===== config.mk =====
export PLATFORM = sky130hd
export DESIGN_NAME = seq_gen_ser
export DESIGN_NICKNAME = d
export VERILOG_FILES = /design/src/rtl/seq_gen_ser.sv
export SDC_FILE = /design/constraint.sdc
export NUM_CORES = 1
export LEC_CHECK = 0
export ABC_AREA = 1
export CAP_MARGIN = 30
export CORE_MARGIN = 2
export CORE_UTILIZATION = 56
export DETAILED_ROUTE_END_ITERATION = 16
export PLACE_DENSITY = 0.81
export SLEW_MARGIN = 20
export SYNTH_ARGS = -nofsm -noshare
export SYNTH_HDL_FRONTEND = slang
export SYNTH_SLANG_ARGS = --single-unit
export TNS_END_PERCENT = 5

===== constraint.sdc =====
create_clock -name clk -period 3.3 [get_ports clk]
set_input_delay 0.33 -clock clk [delete_from_list [all_inputs] [get_ports clk]]
set_output_delay 0.33 -clock clk [all_outputs]
set_load 0.005 [all_outputs]

===== src/rtl/seq_gen_ser.sv =====
// Serial pattern generator: latches a WIDTH-bit pattern on start and shifts it out MSB-first,
// replaying it repeat_cnt extra times back-to-back. Optional abort input under SEQ_GEN_ABORT_EN.
module seq_gen_ser #(
    parameter int WIDTH = 8,
    parameter int CNT_W = 4
) (
    input  logic             clk,
    input  logic             rst,
    input  logic             start,
    input  logic [WIDTH-1:0] pattern,
    input  logic [CNT_W-1:0] repeat_cnt,
`ifdef SEQ_GEN_ABORT_EN
    input  logic             abort,
`endif
    output logic             d_out,
    output logic             d_valid,
    output logic             busy,
    output logic             done
);

    localparam int IDX_W = (WIDTH > 1) ? $clog2(WIDTH) : 1;
    localparam logic [IDX_W-1:0] LAST_IDX = IDX_W'(WIDTH - 1);

    typedef enum logic [1:0] {
        ST_IDLE,
        ST_SHIFT,
        ST_DONE
    } state_t;

    state_t           state;
    logic [WIDTH-1:0] shift_reg;
    logic [WIDTH-1:0] pat_copy;
    logic [CNT_W-1:0] rep_left;
    logic [IDX_W-1:0] bit_idx;

    // shift_reg holds the not-yet-emitted bits left-aligned; the bit on d_out is already gone from it.
    always_ff @(posedge clk or negedge rst) begin
        if (!rst) begin
            state     <= ST_IDLE;
            shift_reg <= '0;
            pat_copy  <= '0;
            rep_left  <= '0;
            bit_idx   <= '0;
            d_out     <= 1'b0;
            d_valid   <= 1'b0;
            busy      <= 1'b0;
            done      <= 1'b0;
        end else begin
            case (state)
                ST_IDLE: begin
                    done <= 1'b0;
                    if (start) begin
                        state     <= ST_SHIFT;
                        pat_copy  <= pattern;
                        shift_reg <= pattern << 1;
                        rep_left  <= repeat_cnt;
                        bit_idx   <= LAST_IDX;
                        d_out     <= pattern[WIDTH-1];
                        d_valid   <= 1'b1;
                        busy      <= 1'b1;
                    end else begin
                        d_out   <= 1'b0;
                        d_valid <= 1'b0;
                        busy    <= 1'b0;
                    end
                end
                ST_SHIFT: begin
`ifdef SEQ_GEN_ABORT_EN
                    if (abort) begin
                        state   <= ST_IDLE;
                        d_out   <= 1'b0;
                        d_valid <= 1'b0;
                        busy    <= 1'b0;
                        done    <= 1'b0;
                    end else
`endif
                    if (bit_idx != '0) begin
                        d_out     <= shift_reg[WIDTH-1];
                        shift_reg <= shift_reg << 1;
                        bit_idx   <= bit_idx - IDX_W'(1);
                    end else if (rep_left != '0) begin
                        // Reload from the latched copy so the next pass follows with no bubble.
                        rep_left  <= rep_left - CNT_W'(1);
                        d_out     <= pat_copy[WIDTH-1];
                        shift_reg <= pat_copy << 1;
                        bit_idx   <= LAST_IDX;
                    end else begin
                        state   <= ST_DONE;
                        d_out   <= 1'b0;
                        d_valid <= 1'b0;
                        done    <= 1'b1;
                    end
                end
                ST_DONE: begin
                    state   <= ST_IDLE;
                    d_out   <= 1'b0;
                    d_valid <= 1'b0;
                    busy    <= 1'b0;
                    done    <= 1'b0;
                end
                default: begin
                    state   <= ST_IDLE;
                    d_out   <= 1'b0;
                    d_valid <= 1'b0;
                    busy    <= 1'b0;
                    done    <= 1'b0;
                end
            endcase
        end
    end

endmodule

==> results summary <==
The flow ran to the end, and the final reports show no timing, DRC or antenna violations. The overall fraction of global-route tracks in use came out at 0.224. The number of pins with negative max-slew slack in the final report came out at 0. The worst clock skew on the final layout is 0.00412 ns. The worst register-to-register path has a depth of 8. Setup repair after global routing left no endpoint under its margin.

Each instance of the synthesized netlist takes up on average 7.61 um^2. The normalized max-slew margin is 0.766. The register bit count reported by yosys came out at 28. After clock tree synthesis, the clock-pin slew on the worst setup and hold paths is 0.14 ns. The count of pins on the block boundary came out at 19. The number of buffers inserted during clock tree synthesis came out at 3. Broken down by cell family, the worst path's largest delay share belongs to buffers and inverters. The number of I/O port buffers is 18. The largest fanout of any net on the critical path came out at 2.

The path class of the tightest hold or removal check is primary input to async pin. The antenna violation net count after detailed routing came out at 0. The flip-flop count of the largest register after layout is 8.

The latest clock arrival within the worst-skew pair is 0.32 ns. The max-capacitance violation count came out at 0. The final hold violation count came out at 0. The detailed-placement wirelength estimate came out at 2080 um.

The leakage component of the power is 0.901 nW. The overall routed net length came out at 2770 um. The worst path setup slack after routing came out at 1.76 ns. The buffer depth of the longest clock path came out at 2. The count of unique library cells instantiated by Yosys is 18. The number of core rows came out at 18. Summing over every cut layer, the via total after detailed routing is 1,205. The synthesis-to-layout area growth came out at 16.3%.

The first-pass detailed-route iteration total is 4. Entering global routing, the biggest net connects 29 pins. The fill cell total of the finished layout is 209. The type of the worst setup path is register to primary output. Setup violations remaining at the end of the flow were counted as 0.

The share of the clock period used by the worst path came out at 0.466. The critical path capture point type is a primary output. For this run, the number of Yosys warnings is 0. The delay of the slowest critical-path stage is 0.50 ns.

The number of levels in the clock H-tree is 1. For this run, the share of the core covered by cells in the final layout is 0.678. The design draws 0.00173 W. For this design, the sink count on the clock tree is 28.

The achievable clock frequency is 651 MHz. The critical-path cell with the highest stage delay is clkdlybuf4s50_1. Measured along the x axis, the die boundary spans 54.6 um. Traced cell by cell, the critical path runs through clkdlybuf4s50_1. The number of gates resized after cts is 0. The summed negative setup slack over all endpoints came out at 0 ns. The post-layout instance count excluding filler cells came out at 238. The global-route track usage on met1 came out at 0.324.

The first routing iteration left 28 violations. The sequential area share after synthesis came out at 0.490. The number of nets in the synthesized netlist is 206. The cts-stage hold buffer count came out at 0. The initial utilization of the core area, before any placement, comes to 0.583. The wire length of the first global-routing pass came out at 4790 um. Of the cells placed in the final design, the portion with a size suffix greater than 1 is 0.0865.

CTS placed an instance of clkbuf_4 at the clock tree root. TritonCTS built the clock tree. Routability-driven placement finished with a final weighted congestion of 0.871.

met2 is the most crowded layer. The initial antenna violation count came out at 0. STA classifies the critical path startpoint as a register. The number of logic stages on the critical path including buffering came out at 1. For this run, global-route usage on met3 was measured as 0.0246.

The critical path arrival came out at 1.21 ns. The largest voltage drop on the vdd net is 1.15 mV. The number of setup buffers added after CTS came out at 0. OpenSTA, run right after detailed placement, puts the worst setup slack at 1.76 ns. For this run, global-route usage on met2 was measured as 0.347.

The number of vias per cell after detailed routing is 5.06. The worst endpoint required time is 2.97 ns. The number of nets in the layout came out at 227.

The power density normalized to cell area came out at 1040 nW/um^2. The buffers plus inverters on the worst setup path is 1. The detailed-route DRC error count is 0. Synthesis produced a netlist whose cell count is 188. The post-route minimum period is 1.54 ns. After synthesis the cells add up to 1430 um^2. The detailed-route wire length per cell came out at 11.7 um.

The area of the die is 2980 um^2. The via count of the first global-routing pass is 1,122. The register-to-register setup slack is 1.82 ns. The placed instance count is 234. The antenna cell count is 0.

The overall die height is 54.6 um. The floorplan core area came out at 2450 um^2. For the pin with the worst max-slew slack, the measured transition is 0.352 ns. The total global routing overflow is 0.
==> report_power, final <==
group | leakage, nW | switching, W | internal (W) | total [W]
Combinational | 0.529 | 0.000612 | 0.000350 | 0.000962
Clock | 0.0210 | 0.0000959 | 0.0000675 | 0.000163
Sequential | 0.351 | 0.000101 | 0.000502 | 0.000603
Total | 0.901 | 0.000809 | 0.000920 | 0.00173
==> cells in the mapped netlist, drive strengths merged <==
cell type    n  area share
nand2      104        0.29
dfrtp       28        0.49
inv         15       0.039
nand3       14       0.058
nor2        13       0.052
o21ai        7       0.024
buf          3       0.019
ha           3       0.026
nand4        1      0.0044
==> layout make-up <==
type | count | area [um^2] | area share
Clock buffer | 4 | 36.3 | 0.0218
Inverter | 15 | 56.3 | 0.0338
Multi-Input combinational cell | 142 | 647 | 0.388
Sequential cell | 28 | 701 | 0.421
Tap cell | 30 | 37.5 | 0.0225
Timing Repair Buffer | 19 | 188 | 0.113
==> routing by layer <==
layer	up-vias	wire, um
met5	-	0
met4	0	36
met3	5	185
met2	37	1270
met1	544	1280
li1	619	-
==> final timing paths <==
path | startpoint | end
min reg2reg | busy | busy
min | rst | bit_idx[0]
min in group clk | busy | busy
max in group asynchronous | rst | rep_left[0]
max | d_valid | d_valid
max reg2reg | bit_idx[0] | rep_left[0]
==> logic make-up (layout without fill, tap and decap cells) <==
logic type,after synthesis,count (layout),synth area share
flops,28,28,0.490
simple gates,132,132,0.401
compound gates,7,7,0.0245
fa+ha+maj,3,3,0.0262
buf+inv,18,38,0.0586
==> placed cells by master (no fill, tap or decap) <==
cell             synthesis  layout
o21ai_0                  6       6
o21ai_1                  1       1
nor2_8                   1       1
nand2_1                100     100
buf_4                    1       1
nand3_4                  1       1
nor2_2                   4       4
inv_1                   12      12
nand3_1                 13      13
clkbuf_4                 0       3
clkbuf_8                 0       1
clkdlybuf4s50_1          0      18
nand2_4                  2       2
nand2_2                  2       2
nand4_1                  1       1
ha_1                     3       3
inv_2                    3       3
dfrtp_1                 28      28
nor2_1                   8       8
==> stage by stage <==
step	instance area, um^2	hold WS (ns)
CTS	1670	0.366
floorplan	1430	0.0344
finish	1670	0.361
global placement	1630	0.456
global route	1670	0.379
detailed placement	1630	0.462
Note: power is estimated with default switching activity, not from simulation.
